`config.mk`:
```
export PLATFORM = sky130hd
export DESIGN_NAME = conv_result_reader
export DESIGN_NICKNAME = d
export VERILOG_FILES = /design/src/rtl/conv_pkg.sv /design/src/rtl/result_fifo.sv /design/src/rtl/conv_result_reader.sv
export SDC_FILE = /design/constraint.sdc
export NUM_CORES = 1
export LEC_CHECK = 0
export CAP_MARGIN = 20
export CORE_MARGIN = 1.5
export CORE_UTILIZATION = 45
export CTS_BUF_LIST = sky130_fd_sc_hd__clkbuf_4 sky130_fd_sc_hd__clkbuf_8
export DETAILED_ROUTE_END_ITERATION = 10
export MAX_ROUTING_LAYER = met4
export PLACE_DENSITY = 0.74
export SETUP_SLACK_MARGIN = 0.05
export SYNTH_ARGS = -nofsm -noshare
export SYNTH_HDL_FRONTEND = slang
export SYNTH_SLANG_ARGS = --single-unit
```
`constraint.sdc`:
```
create_clock -name clk -period 6.9 [get_ports clk]
set_input_delay 2.07 -clock clk [delete_from_list [all_inputs] [get_ports clk]]
set_output_delay 2.07 -clock clk [all_outputs]
set_load 0.02 [all_outputs]
```
`src/rtl/conv_pkg.sv`:
```
// Shared constants and reader state encoding for the 3x3 convolution result path.
package conv_pkg;

    localparam int unsigned RES_W       = 23;
    localparam int unsigned ADDR_W      = 16;
    localparam int unsigned OUT_DIM     = 222;
    localparam int unsigned NUM_RESULTS = OUT_DIM * OUT_DIM;

    typedef enum logic [1:0] {
        StIdle,
        StFetch,
        StDrain,
        StDone
    } reader_state_e;

endpackage

```
`src/rtl/result_fifo.sv`:
```
// Small synchronous FIFO with first-word-fall-through head and occupancy count.
module result_fifo #(
    parameter int unsigned WIDTH = 25,
    parameter int unsigned DEPTH = 4
) (
    input  logic                         clk,
    input  logic                         reset,
    input  logic                         wr_en,
    input  logic [WIDTH-1:0]             wr_data,
    input  logic                         rd_en,
    output logic [WIDTH-1:0]             rd_data,
    output logic                         empty,
    output logic [$clog2(DEPTH+1)-1:0]   count
);

    localparam int unsigned PtrW = (DEPTH > 1) ? $clog2(DEPTH) : 1;
    localparam int unsigned CntW = $clog2(DEPTH + 1);

    logic [WIDTH-1:0] mem_q [DEPTH];
    logic [PtrW-1:0]  wr_ptr_q, rd_ptr_q;
    logic [CntW-1:0]  count_q;
    logic             do_wr, do_rd;

    // Pointers wrap explicitly so DEPTH need not be a power of two.
    function automatic logic [PtrW-1:0] bump(input logic [PtrW-1:0] p);
        return (p == PtrW'(DEPTH - 1)) ? '0 : p + PtrW'(1);
    endfunction

    always_comb begin
        do_wr   = wr_en && (count_q != CntW'(DEPTH));
        do_rd   = rd_en && (count_q != '0);
        empty   = (count_q == '0);
        count   = count_q;
        rd_data = mem_q[rd_ptr_q];
    end

    always_ff @(posedge clk or negedge reset) begin
        if (!reset) begin
            wr_ptr_q <= '0;
            rd_ptr_q <= '0;
            count_q  <= '0;
        end else begin
            if (do_wr) wr_ptr_q <= bump(wr_ptr_q);
            if (do_rd) rd_ptr_q <= bump(rd_ptr_q);
            count_q <= count_q + CntW'(do_wr) - CntW'(do_rd);
        end
    end

    always_ff @(posedge clk) begin
        if (do_wr) mem_q[wr_ptr_q] <= wr_data;
    end

endmodule

```
`src/rtl/conv_result_reader.sv`:
```
// Sweeps the convolution result BRAM after the engine finishes and streams each
// result with row/frame markers and a saturated 8-bit pixel.
module conv_result_reader #(
    parameter int unsigned OUT_DIM    = 222,
    parameter int unsigned RD_LAT     = 2,
    parameter int unsigned FIFO_DEPTH = 4,
    parameter int unsigned SHIFT      = 0
) (
    input  logic                          clk,
    input  logic                          reset,
    input  logic                          start,
    output logic                          rd_en,
    output logic [conv_pkg::ADDR_W-1:0]   rd_addr,
    input  logic [conv_pkg::RES_W-1:0]    rd_data,
    output logic                          m_valid,
    input  logic                          m_ready,
    output logic [conv_pkg::RES_W-1:0]    m_data,
    output logic [7:0]                    m_pix,
    output logic                          m_row_end,
    output logic                          m_last,
    output logic                          busy,
    output logic                          done
);

    import conv_pkg::*;

    localparam int unsigned NumBeats = OUT_DIM * OUT_DIM;
    localparam int unsigned ColW     = (OUT_DIM > 1) ? $clog2(OUT_DIM) : 1;
    localparam int unsigned CntW     = $clog2(FIFO_DEPTH + 1);
    localparam int unsigned CredW    = CntW + 1;
    localparam int unsigned FifoW    = RES_W + 2;

    reader_state_e       state_q, state_d;
    logic [ADDR_W-1:0]   addr_q, addr_d;
    logic [ColW-1:0]     col_q, col_d;
    logic [CntW-1:0]     inflight_q, inflight_d;
    logic [RD_LAT-1:0]   vld_q;
    logic [1:0]          tag_q [RD_LAT];
    logic [CntW-1:0]     fifo_count;
    logic                fifo_empty;
    logic [FifoW-1:0]    fifo_head;
    logic [CredW-1:0]    credit;
    logic                issue, last_addr, pop;
    logic signed [RES_W-1:0] shifted;

    // Credit covers both buffered and in-flight reads, so returns never overflow.
    always_comb begin
        credit    = {1'b0, fifo_count} + {1'b0, inflight_q};
        issue     = (state_q == StFetch) && (credit < CredW'(FIFO_DEPTH));
        last_addr = (addr_q == ADDR_W'(NumBeats - 1));
        pop       = m_valid && m_ready;
        inflight_d = inflight_q + CntW'(issue) - CntW'(vld_q[RD_LAT-1]);
    end

    always_comb begin
        state_d = state_q;
        addr_d  = addr_q;
        col_d   = col_q;
        case (state_q)
            StIdle, StDone: begin
                if (start) begin
                    state_d = StFetch;
                    addr_d  = '0;
                    col_d   = '0;
                end
            end
            StFetch: begin
                if (issue) begin
                    if (last_addr) begin
                        state_d = StDrain;
                    end else begin
                        addr_d = addr_q + ADDR_W'(1);
                        col_d  = (col_q == ColW'(OUT_DIM - 1)) ? '0 : col_q + ColW'(1);
                    end
                end
            end
            StDrain: begin
                if (pop && m_last) state_d = StDone;
            end
            default: state_d = StIdle;
        endcase
    end

    always_ff @(posedge clk or negedge reset) begin
        if (!reset) begin
            state_q    <= StIdle;
            addr_q     <= '0;
            col_q      <= '0;
            inflight_q <= '0;
            vld_q      <= '0;
            for (int i = 0; i < RD_LAT; i++) tag_q[i] <= '0;
        end else begin
            state_q    <= state_d;
            addr_q     <= addr_d;
            col_q      <= col_d;
            inflight_q <= inflight_d;
            vld_q[0]   <= issue;
            tag_q[0]   <= {last_addr, col_q == ColW'(OUT_DIM - 1)};
            for (int i = 1; i < RD_LAT; i++) begin
                vld_q[i] <= vld_q[i-1];
                tag_q[i] <= tag_q[i-1];
            end
        end
    end

    result_fifo #(
        .WIDTH (FifoW),
        .DEPTH (FIFO_DEPTH)
    ) u_fifo (
        .clk     (clk),
        .reset   (reset),
        .wr_en   (vld_q[RD_LAT-1]),
        .wr_data ({tag_q[RD_LAT-1], rd_data}),
        .rd_en   (pop),
        .rd_data (fifo_head),
        .empty   (fifo_empty),
        .count   (fifo_count)
    );

    // Head is gated by valid so the stream reads all-zero while empty or in reset.
    always_comb begin
        rd_en     = issue;
        rd_addr   = addr_q;
        m_valid   = !fifo_empty;
        m_data    = m_valid ? fifo_head[RES_W-1:0] : '0;
        m_row_end = m_valid && fifo_head[RES_W];
        m_last    = m_valid && fifo_head[RES_W+1];
        shifted   = $signed(m_data) >>> SHIFT;
        if (shifted[RES_W-1]) begin
            m_pix = 8'd0;
        end else if (shifted > $signed(RES_W'(255))) begin
            m_pix = 8'hff;
        end else begin
            m_pix = shifted[7:0];
        end
        busy = (state_q == StFetch) || (state_q == StDrain);
        done = (state_q == StDone);
    end

endmodule

```
==> metrics, run 1 <==
most frequent cells in the layout edfxtp_1 (100), clkdlybuf4s50_1 (78), dfrtp_1 (41); num ports 80; post-synthesis sequential area ratio 65.1%; RSZ-0062 raised after global routing false; Avg Inst Size Synth 15.6 sq um; DP Area 7200 sq um; Max-slew headroom 39.2%; YS warnings 0; status finished, final reports clean; Hold-fix buffers, CTS 0; layout cells sized above 1 14.2%; Synth Area in Compound Gates 4.26%; P_sw 1.12 mW; fin. max-slew vios 0; worst-path fanout max 28; Resized cells post-CTS 0; Reg clk slew, reported paths 0.08 ns; max_cap viols 0; fin crit share 79.9%; CTS Buffer Depth 2; Simple-Gate Fraction of Synth Area 12.4%; total number of vias 3,671; number of global-route vias before repair 3,818; TritonCTS Buffers 17; Cell Area, Synth 6230 sq um; row cnt 42; Synth Area in Adders 4.26%; total power divided by cell area 415 nW/um^2; wire length per cell 17.4 um; Inst Count DP 649; # DRC 0; final setup fails 0; critical path endpoint category primary output; Worst-Margin Slew 0.912 ns; total congestion overflow 0; Synthesized Nets 447; Sw Share 35.3%; root buffer cell clkbuf_8; die area 14,600 sq um; HPWL Detailed 7750 um; combinational power share 41.2%; H-tree depth 4; Gate Count Post-Synth 400; Area growth, synth to finish 23.1%; Detailed Route WL 11,900 um; setup TNS 0 ns; I/O Buffers 79; worst reg2reg startpoint u_fifo.count[1]; post-route ant nets 0; CTS tree yes; Final Hold Viols 0; Clk Latency, worst-skew pair 0.44 ns; post-synthesis mux area share 10.2%; commonest non-fill, non-tap cell in the layout edfxtp_1; largest family of logic cells by synthesized area simple AND/OR/NAND/NOR gates; post-layout util 57.4%; Final min period 5.51 ns; initial antenna violation count 0; Vert. Die Dim 121 um; gpl congestion 0.867; first-pass GRT wire length 19,700 um; Max VDD drop 0.240 mV; CP arrival 3.44 ns; Setup crit start u_fifo.rd_ptr_q[0]; Post-CTS Setup Bufs 0; Cell Count, Final, Fillers Out 683; GRT Resource Usage Total 18.4%; Final Cell Area 7670 sq um; clock sinks 142; HP Class reg2reg; filler instances 1,016; multi-input logic area 2040 sq um; fmax 181 MHz; Register Area 4060 sq um; drt initial violations 233; P_leak 2.79 nW; pin count of the biggest net entering global routing 43; Req. time, crit path 4.83 ns; Antenna Cells 0; worst clock skew 0.0119 ns; crit path kind reg2out; Hold Crit Start vld_q[0]; total internal power 2.06 mW; XOR/XNOR share of the synthesized area 1.69%; Worst Slack Setup Final 1.39 ns; Initial Util 46.6%; post-synthesis register bit count 142; Flop pwr share 36.3%; reg-to-reg slack, setup 4.25 ns; DR pass1 iterations 4; Vias/cell 5.37; clock share of power 22.5%; Setup WS pre-CTS 1.78 ns; Core Area 13,300 sq um; Unique masters post-synth 53; Final #Nets 541; die width 121 um; Worst setup SP type flop
## layer usage
layer / wire length (um) / GRT usage [%]
met1: 5200 / 22.8
met2: 5930 / 29.8
met3: 600 / 5.38
met4: 143 / 5.07
met5: 0 / -
## cells in the mapped netlist, drive strengths merged
| cell type | instances | area, sq um |
|---|---|---|
| and3 | 3 | 18.8 |
| a21o | 2 | 15.0 |
| clkbuf | 5 | 18.8 |
| a32o | 1 | 10.0 |
| mux4 | 25 | 582 |
| dfrtp | 42 | 1050 |
| nor3 | 10 | 77.6 |
| nand2b | 4 | 25.0 |
| nor4 | 7 | 73.8 |
| xnor2 | 12 | 105 |
| and2 | 30 | 189 |
| nor2b | 1 | 6.26 |
| o41ai | 1 | 8.76 |
| and4 | 3 | 26.3 |
| a21oi | 4 | 20.0 |
| o2bb2ai | 1 | 8.76 |
| or2 | 1 | 6.26 |
| nand3 | 11 | 55.1 |
| a21boi | 1 | 7.51 |
| a41o | 1 | 10.0 |
| o31ai | 2 | 15.0 |
| inv | 18 | 67.6 |
| o21a | 8 | 60.1 |
| o211ai | 2 | 15.0 |
| fa | 2 | 40.0 |
| or3 | 5 | 31.3 |
| mux2i | 4 | 40.0 |
| buf | 5 | 46.3 |
| a221o | 1 | 10.0 |
| or4 | 3 | 22.5 |
| nand4b | 1 | 8.76 |
| ha | 18 | 225 |
| and3b | 1 | 8.76 |
| nor4b | 2 | 23.8 |
| o21ai | 15 | 78.8 |
| nand4 | 4 | 40.0 |
| nand2 | 20 | 75.1 |
| nor2 | 22 | 82.6 |
| edfxtp | 100 | 3000 |
| mux2 | 1 | 11.3 |
| a31oi | 1 | 6.26 |
## sequential cells by signal (all words and copies together) (netlist names)
signal,cells
u_fifo.mem_q,100
tag_q,4
vld_q,2
col_q,8
state_q,2
u_fifo.count,3
inflight_q,3
u_fifo.rd_ptr_q,2
rd_addr,16
u_fifo.wr_ptr_q,2
## area by class of cell
class	count	share of cell area [%]
clock buffers	19	3.41
clock inverters	13	2.32
inverters	18	0.881
multi-input cells	230	26.6
flip-flops and latches	142	52.9
well taps	176	2.87
repair buffers	85	11.0
## power by group through the flow
stage | sequential (mW) | clock, mW | combinational [mW]
after floorplan | 1.11 | 0 | 0.895
after global placement | 1.18 | 0 | 1.26
after detailed placement | 1.19 | 0 | 1.29
after CTS | 1.17 | 0.736 | 1.30
after global routing | 1.18 | 0.771 | 1.42
final | 1.15 | 0.717 | 1.31
## critical path, stage by stage, from the launching register on
cell and delay [ns]:
dfrtp_2 0.94, mux4_1 0.71, nor4_4 0.36, nand4_4 0.22, o21a_1 0.23, clkdlybuf4s50_1 0.53
## per-stage QoR
stage | power, mW | hold slack [ns]
after floorplan | 2.00 | 0.331
after global placement | 2.45 | 0.332
final | 3.18 | 0.350
after detailed placement | 2.49 | 0.335
after CTS | 3.21 | 0.351
after global routing | 3.37 | 0.353
## cell families after synthesis
kind of cell	count (synthesis)
AND/OR/NAND/NOR	128
AO/OA/AOI/OAI	40
buffers and inverters	28
multiplexers	30
adder cells (fa/ha/maj)	20
flip-flops	142
XOR/XNOR	12
## path summary, 6_finish.rpt
kind                                      end  cells past startpoint
hold / removal                       vld_q[1]                      0
max in group asynchronous  u_fifo.rd_ptr_q[0]                      1
setup reg to reg              u_fifo.count[2]                     11
setup / recovery                     m_pix[6]                      5
hold reg to reg                      vld_q[1]                      0
min in group asynchronous          rd_addr[1]                      1
Note: power is estimated with default switching activity, not from simulation.
==> inputs of run 2 (changes only) <==
--- a/config.mk
+++ b/config.mk
@@ -11,7 +11,7 @@
 export CTS_BUF_LIST = sky130_fd_sc_hd__clkbuf_4 sky130_fd_sc_hd__clkbuf_8
 export DETAILED_ROUTE_END_ITERATION = 10
 export MAX_ROUTING_LAYER = met4
-export PLACE_DENSITY = 0.74
+export PLACE_DENSITY = 0.77
 export SETUP_SLACK_MARGIN = 0.05
 export SYNTH_ARGS = -nofsm -noshare
 export SYNTH_HDL_FRONTEND = slang
==> constraint.sdc (replaced) <==
create_clock -name clk -period 4.5 [get_ports clk]
set_input_delay 1.35 -clock clk [delete_from_list [all_inputs] [get_ports clk]]
set_output_delay 1.35 -clock clk [all_outputs]
set_load 0.02 [all_outputs]
==> run 2 against run 1 <==
Against the previous run:
- non-clock buffer count grew 11
- flip-flop and latch count is the same
- via count grew 2.0%
- wire length shrank 0.26%
- sequential power grew 50%
- critical endpoint is now m_pix[2]
==> metrics, run 2 (synthesized netlist as in run 1, its figures left out) <==
worst clock skew 0.0150 ns (+0.00315 ns); critical path endpoint category primary output; P_leak 2.84 nW (+2.1%); post-layout util 57.9% (+0.46 points); initial antenna violation count 0 (unchanged); most frequent cells in the layout edfxtp_1 (100), clkdlybuf4s50_1 (75), dfrtp_1 (40); total power 4.87 mW (+53%); Hold Path Stages 0 (unchanged); Reg clk slew, reported paths 0.08 ns (about the same); Worst setup SP type flop; Req. time, crit path 3.15 ns (-1.68 ns); Hold Crit Start vld_q[0]; Worst Slack Setup Final 0.160 ns (-1.23 ns); Max-slew headroom 38.2% (-1.0 points); wire length per cell 17.1 um (-1.7%); pin count of the biggest net entering global routing 43 (unchanged); Setup crit start u_fifo.rd_ptr_q[0]; HPWL Detailed 7790 um (+0.50%); fmax 230 MHz; H-tree depth 4 (unchanged); Hold EP vld_q[1]; first-pass GRT wire length 19,200 um (-2.3%); total congestion overflow 0 (unchanged); max_cap viols 0 (unchanged); Final #Nets 552 (+2.0%); Most flops, register u_fifo.mem_q; DP Area 7240 sq um (+0.52%); root buffer cell clkbuf_8; Vias/cell 5.40 (+0.49%); row cnt 42 (unchanged); num ports 80 (unchanged); Vert. Die Dim 121 um (unchanged); Setup WS pre-CTS 0.453 ns (-1.33 ns); Hold-fix buffers, CTS 0 (unchanged); commonest non-fill, non-tap cell in the layout edfxtp_1; Worst-Margin Slew 0.927 ns (+0.0150 ns); fin. max-slew vios 0 (unchanged); final setup fails 0 (unchanged); # DRC 0 (unchanged); filler instances 1,028 (+1.2%); clock sinks 142 (unchanged); Final Hold Viols 0 (unchanged); status finished, final reports clean; crit path kind reg2out; I/O Buffers 79 (unchanged); reg-to-reg slack, setup 2.04 ns (-2.21 ns); layout cells sized above 1 16.2% (+2.0 points); fin crit share 96.5%; gpl congestion 0.885 (+2.1%); post-route ant nets 0 (unchanged); top routing layer in use met4; Area growth, synth to finish 24.1%; die width 121 um (unchanged); RR Endpoint u_fifo.count[2]; total power divided by cell area 630 nW/um^2 (+52%); Clk Latency, worst-skew pair 0.43 ns (about the same); Max VDD drop 0.216 mV (-10%); Final min period 4.34 ns; RSZ-0062 raised after global routing true; Final Cell Area 7730 sq um (+0.80%); DR pass1 iterations 5 (+1); GRT Resource Usage Total 18.0% (-0.38 points); number of global-route vias before repair 3,772 (-1.2%); TritonCTS Buffers 17 (unchanged); Initial Util 46.6% (unchanged); die area 14,600 sq um (unchanged); met2 wire len 5930 um (about the same); FF-to-FF path depth 11 (unchanged); drt initial violations 302 (+30%); CP arrival 2.99 ns (-0.45 ns); met1 WL 5240 um (+0.77%); Detailed Route WL 11,800 um (-0.26%); CTS tree yes; CTS Buffer Depth 2 (unchanged); WL met3 625 um (+4.2%); Antenna Cells 0 (unchanged); total number of vias 3,743 (+2.0%); HP Class reg2reg; setup TNS 0 ns (unchanged); Core Area 13,300 sq um (unchanged); max reg flops 100 (unchanged); worst-path fanout max 8 (-71%); worst reg2reg startpoint u_fifo.count[0]
[run 2: cell types whose count changed in the layout (fill, tap and decap cells not counted), sizes merged]
cell,before,now
clkdlybuf4s50,78,75
clkbuf,20,18
clkinvlp,1,3
bufinv,3,2
dlymetal6s2s,0,3
buf,6,17
[run 2: power by group]
group	total (mW)	internal, mW	switching (mW)	leakage [nW]
Clock	0.998	0.500	0.498	0.192
Combinational	2.16	1.04	1.11	1.20
Sequential	1.72	1.59	0.121	1.45
[run 2: critical path, stage by stage (launching register included)]
cell,delay [ns]
dfrtp_4,0.50
buf_12,0.15
buf_4,0.13
mux4_2,0.40
and2_1,0.21
nor3_4,0.20
nand4_4,0.20
o21a_1,0.22
clkdlybuf4s50_1,0.54
[run 2: through the flow]
| stage | std cells | hold slack [ns] |
|---|---|---|
| after global placement | 654 | 0.334 |
| after CTS | 688 | 0.356 |
| after detailed placement | 654 | 0.337 |
| after floorplan | 400 | 0.331 |
| final | 693 | 0.352 |
| after global routing | 693 | 0.357 |
[run 2: per-layer routing]
metal  vias up  GRT usage [%]
met5         -              -
met4         0           5.22
met3         2           5.33
met2       114           28.3
met1      1901           22.9
li1       1726              -
[run 2: layout make-up]
type | count | area, sq um | area share [%]
clock buffers | 17 | 234 | 3.03
multi-input cells | 230 | 2040 | 26.5
inverters | 18 | 67.6 | 0.874
flip-flops and latches | 142 | 4060 | 52.5
repair buffers | 96 | 946 | 12.2
clock inverters | 14 | 156 | 2.02
well taps | 176 | 220 | 2.85
[run 2: worst max path at each step]
| stage | to | slack, ns |
|---|---|---|
| floorplan | m_pix[0] | 1.14 |
| global placement | m_pix[2] | 0.49 |
| detailed placement | m_pix[4] | 0.45 |
| CTS | m_pix[2] | 0.09 |
| global route | m_pix[4] | 0.02 |
| finish | m_pix[2] | 0.16 |
[run 2: repair_timing]
action	CTS	global route
resized for setup	1	5
pin swaps	0	1
setup buffers	3	5
setup endpoints to repair	8	8
endpoints found under the hold margin	0	0
==> edit 1: new RTL, settings of run 2 <==
The 4 states of `reader_state_e` get a one-hot encoding in 4 bits.
--- a/src/rtl/conv_pkg.sv
+++ b/src/rtl/conv_pkg.sv
@@ -6,11 +6,11 @@
     localparam int unsigned OUT_DIM     = 222;
     localparam int unsigned NUM_RESULTS = OUT_DIM * OUT_DIM;
 
-    typedef enum logic [1:0] {
-        StIdle,
-        StFetch,
-        StDrain,
-        StDone
+    typedef enum logic [3:0] {
+        StIdle  = 4'b0001,
+        StFetch = 4'b0010,
+        StDrain = 4'b0100,
+        StDone  = 4'b1000
     } reader_state_e;
 
 endpackage
Function: same outputs for any inputs over 10 cycles, from zero or initial values and one cycle with reset low; not proved beyond that.
==> edit 1 against run 2 <==
Design area is 0.49% higher; setup slack better by 60 ps; routed wire length grew 2.1%; register-to-register slack worse by 640 ps; area after synthesis is 1.2% higher; sequential cell count up 2; sequential share of layout area up 0.39 points; power shrank 10%; clock skew shrank 7.2 ps; largest cell class unchanged.
==> edit 1: results <==
set metrics [dict create \
    clkTransAtPathRegs_ps 70 \
    syn_inst 446 \
    htreeDepth 4 \
    synthTopCellsByCount "edfxtp_1 (100), dfrtp_1 (43), inv_1 (26)" \
    synthArstFlopShare_pct 30.6 \
    core-area_um2 13800 \
    placedCellCount 696 \
    viasPerCell 5.25 \
    cts_inserted_buffers 17 \
    yosysWarnings 0 \
    fin_skew_ps 7.84 \
    largest_reg_flops 100 \
    wl_per_cell_um 16.5 \
    synth_edf_count 100 \
    worstReg2RegEnd "u_fifo.count[2]" \
    ys_top_cells_by_area "edfxtp_1 (48%), dfrtp_1 (17%), mux4_2 (6.1%), ha_1 (2.8%), and2_1 (2.1%)" \
    layout-drive-gt1-share_pct 16.2 \
    grt_max_degree 45 \
    grt_use_total_pct 18.3 \
    stdcell_count 731 \
    clk_latency_ps 440 \
    synth_nets 489 \
    nets 581 \
    grt_pass1_vias 4002 \
    yosysUniqueCellTypes 50 \
    whs_path_depth 0 \
    reg2reg_setup_slack_ps 1400 \
    placed_cell_area_um2 7300 \
    p_leak_nw 2.86 \
    top_register "u_fifo.mem_q" \
    critPathMaxFanout 10 \
    ys_seq_area_share_pct 65.1 \
    grt_pass1_wl_mm 20.0 \
    status "completed" \
    peakVddDrop_v 0.000198 \
    drt_iter0_drc 339 \
    min_from "tag_q[2]" \
    arrival_ps 2930 \
    r2r_start "u_fifo.count[2]" \
    portBuffers 79 \
    tightest_slew_ps 801 \
    clockBufferDepth 2 \
    hold_path_class "flop to flop" \
    cts_root_buf "clkbuf_8" \
    whs_endpoint "tag_q[0]" \
    reg2reg_depth 11 \
    gp_congestion 0.844 \
    grt_antenna_before_repair 0 \
    diodes 0 \
    dpl.hpwl_mm 8.17 \
    slew_viol_final 0 \
    dr.pass1.iters 4 \
]
edit 1: changes by cell type after synthesis, sizes merged, moves of 8 or more:
| cell | run 2 | this run |
|---|---|---|
| mux4 | 25 | 17 |
| inv | 18 | 26 |
| or2 | 1 | 11 |
| mux2 | 1 | 9 |
| o21a | 8 | 0 |
| a21oi | 4 | 18 |
| o21ai | 15 | 25 |
| and2 | 30 | 21 |
edit 1: cells by family (layout without fill, tap and decap cells):
group | Yosys count | in the layout | share of synthesized area (%)
xor gates and xnor gates | 15 | 15 | 2.08
adders and majority gates | 16 | 16 | 3.41
and+or+nand+nor | 135 | 135 | 12.2
muxes | 35 | 35 | 9.11
buffers and inverters | 46 | 151 | 3.16
DFF | 144 | 144 | 65.1
AOI/OAI and AO/OA | 55 | 55 | 4.88
edit 1: worst max-delay path by stage:
stage	slack (ps)	endpoint	start	cells after the start
global route	90	m_pix[2]	u_fifo.rd_ptr_q[0]	8
detailed placement	260	m_pix[2]	u_fifo.rd_ptr_q[0]	7
floorplan	740	m_pix[0]	u_fifo.rd_ptr_q[0]	7
global placement	270	m_pix[2]	u_fifo.rd_ptr_q[0]	7
CTS	190	m_pix[2]	u_fifo.rd_ptr_q[0]	7
finish	220	m_pix[2]	u_fifo.rd_ptr_q[0]	7
edit 1: layer usage:
metal,wire [um],GRT usage [%],vias up
met4,116,5.07,0
li1,-,-,1818
met1,5210,22.7,1900
met3,620,4.84,13
met2,6140,30.0,108
met5,0,-,-
edit 1: cell type report:
| cell class | count | area (um^2) |
|---|---|---|
| clock buffers | 18 | 241 |
| well taps | 180 | 225 |
| clock inverters | 14 | 166 |
| multi-input cells | 256 | 2000 |
| flip-flops and latches | 144 | 4110 |
| inverters | 26 | 97.6 |
| fillers | 1092 | 6010 |
| repair buffers | 93 | 922 |
edit 1: repair_timing:
item | CTS | global route
setup buffers | 2 | 0
hold buffers | 0 | 0
resized for setup | 11 | 0
setup endpoints to repair | 26 | 0
edit 1: through the flow:
stage | util (%) | total power (W) | hold slack, ps | setup slack, ps
2_1_floorplan | - | 0.00273 | 331 | 741
3_3_place_gp | 53.0 | 0.00333 | 333 | 271
3_5_place_dp | 53.0 | 0.00338 | 337 | 265
4_1_cts | 56.2 | 0.00443 | 354 | 187
5_1_grt | 56.4 | 0.00463 | 364 | 91.5
6_report | 56.4 | 0.00438 | 353 | 220
edit 1: critical path, stage by stage (launching register included):
cell and delay, ps:
dfrtp_4 450, buf_12 150, mux4_2 520, or4_1 580, nor4_2 180, buf_4 210
a21oi_1 80, dlygate4sd2_1 330
edit 1: power breakdown:
group | internal [W] | switching [W]
clock network | 0.000552 | 0.000476
registers | 0.00153 | 0.0000874
logic | 0.000837 | 0.000896
==> edit 2: new RTL, settings of run 2 <==
Without the edit above. `OUT_DIM` is set to 222 in 2 places; all go to 444.
--- a/src/rtl/conv_pkg.sv
+++ b/src/rtl/conv_pkg.sv
@@ -3,7 +3,7 @@
 
     localparam int unsigned RES_W       = 23;
     localparam int unsigned ADDR_W      = 16;
-    localparam int unsigned OUT_DIM     = 222;
+    localparam int unsigned OUT_DIM     = 444;
     localparam int unsigned NUM_RESULTS = OUT_DIM * OUT_DIM;
 
     typedef enum logic [1:0] {
--- a/src/rtl/conv_result_reader.sv
+++ b/src/rtl/conv_result_reader.sv
@@ -1,7 +1,7 @@
 // Sweeps the convolution result BRAM after the engine finishes and streams each
 // result with row/frame markers and a saturated 8-bit pixel.
 module conv_result_reader #(
-    parameter int unsigned OUT_DIM    = 222,
+    parameter int unsigned OUT_DIM    = 444,
     parameter int unsigned RD_LAT     = 2,
     parameter int unsigned FIFO_DEPTH = 4,
     parameter int unsigned SHIFT      = 0
Function: same outputs for any inputs over 10 cycles, from zero or initial values and one cycle with reset low; that may be too few to reach the edited logic, so the function may still have changed.
==> edit 2 against run 2 <==
Die area up 1.2%; design area up 1.6%; critical path type unchanged; count of clock-buffer cells in the layout is 4 higher; sequential cell count is 1 higher; routed wire length rose by 5.1%; power rose by 3.5%; largest power group unchanged; area after synthesis grew 1.2%; via count is 2.9% higher; setup slack gained 130 ps.
==> edit 2: results <==
set metrics [dict create \
    p_leak_nw 3.00 \
    highest_layer "met4" \
    grt_antenna_before_repair 1 \
    grt_pass1_vias 4057 \
    placed_cell_area_um2 7340 \
    grt_pass1_wl_mm 20.5 \
    dr.pass1.iters 4 \
    yosysUniqueCellTypes 47 \
    tightest_slew_ps 821 \
    fin_skew_ps 9.45 \
    gp_congestion 0.865 \
    arrival_ps 2860 \
    top_register "u_fifo.mem_q" \
    synth_edf_count 100 \
    synth_nets 479 \
    dpl.hpwl_mm 8.10 \
    reg2reg_depth 12 \
    nets 574 \
    r2r_start "u_fifo.count[1]" \
    status "completed" \
    whs_endpoint "tag_q[0]" \
    reg2reg_setup_slack_ps 1800 \
    worstReg2RegEnd "u_fifo.count[2]" \
    hold_path_class "flop to flop" \
    ys_top_cells_by_area "edfxtp_1 (48%), dfrtp_1 (17%), mux4_2 (4.3%), ha_1 (3.4%), and2_1 (2.2%)" \
    hold_slack_ps 350 \
    grt_use_total_pct 18.9 \
    largest_reg_flops 100 \
    wl_per_cell_um 17.2 \
    drt_iter0_drc 289 \
    met2_length_mm 6.27 \
    nFillCells 1095 \
    vias 3850 \
    synthTopCellsByCount "edfxtp_1 (100), dfrtp_1 (43), inv_1 (24)" \
    layout-drive-gt1-share_pct 15.7 \
    grt_max_degree 44 \
    peakVddDrop_v 0.000426 \
    ys_seq_area_share_pct 64.7 \
    wl_met1_mm 5.31 \
    wl_met3_um 771 \
    critPathMaxFanout 8 \
    synthArstFlopShare_pct 30.1 \
    min_from "tag_q[2]" \
]
edit 2: final cells by class:
| type | instances | area, um^2 | area share, % |
|---|---|---|---|
| timing repair buffer | 93 | 990 | 12.6 |
| clock inverter | 11 | 139 | 1.77 |
| sequential | 143 | 4080 | 52.0 |
| inverter | 24 | 90.1 | 1.15 |
| multi-input combinational | 249 | 2050 | 26.1 |
| antenna | 1 | 2.50 | 0.0319 |
| tap | 180 | 225 | 2.87 |
| clock buffer | 21 | 277 | 3.52 |
edit 2: worst max path at each step:
stage | depth (start not counted) | end | slack, ps | startpoint
after global placement | 7 | m_pix[7] | 300 | u_fifo.rd_ptr_q[0]
after detailed placement | 7 | m_pix[1] | 230 | u_fifo.rd_ptr_q[0]
final | 7 | m_pix[1] | 290 | u_fifo.rd_ptr_q[0]
after CTS | 8 | m_pix[3] | 50 | u_fifo.rd_ptr_q[1]
after global routing | 7 | m_pix[1] | 180 | u_fifo.rd_ptr_q[0]
after floorplan | 5 | m_pix[0] | 1030 | u_fifo.rd_ptr_q[0]
edit 2: layer usage:
layer  up-vias  track usage (%)
met4         0             5.51
met3         8             5.17
met5         -                -
met1      1902             23.7
li1       1829                -
met2       111             30.4
edit 2: kinds of logic (layout without fill, tap and decap cells):
| logic type | count (synthesis) | count (layout) | share of synthesized area (%) |
|---|---|---|---|
| AO/OA/AOI/OAI | 65 | 65 | 6.59 |
| XOR/XNOR | 7 | 7 | 0.973 |
| adder cells (fa/ha/maj) | 19 | 19 | 4.01 |
| buffers and inverters | 41 | 149 | 2.86 |
| flip-flops | 143 | 143 | 64.7 |
| multiplexers | 37 | 37 | 9.75 |
| other | 0 | 1 | 0 |
| AND/OR/NAND/NOR | 121 | 121 | 11.1 |
edit 2: timing repair:
item,in CTS,in global routing
setup buffers,2,0
resized for setup,7,6
endpoints found under the setup margin,8,5
pin swaps,2,0
gates cloned,1,0
edit 2: power by group:
group | total (W) | switching (W) | leakage (nW) | internal, W
Combinational | 0.00227 | 0.00121 | 1.32 | 0.00107
Clock | 0.00106 | 0.000468 | 0.214 | 0.000587
Sequential | 0.00171 | 0.000105 | 1.46 | 0.00161
edit 2: worst max-delay path, stage by stage, from the launching register on:
cell,delay (ps)
dfrtp_2,400
buf_4,170
mux4_1,590
or4_4,540
nor4_4,140
buf_4,190
a21oi_1,80
dlygate4sd2_1,320
edit 2: per-stage QoR:
| step | cells | worst slack [ps] |
|---|---|---|
| final | 722 | 294 |
| after global routing | 722 | 178 |
| after CTS | 720 | 51.3 |
| after detailed placement | 685 | 232 |
| after global placement | 683 | 295 |
| after floorplan | 433 | 1030 |
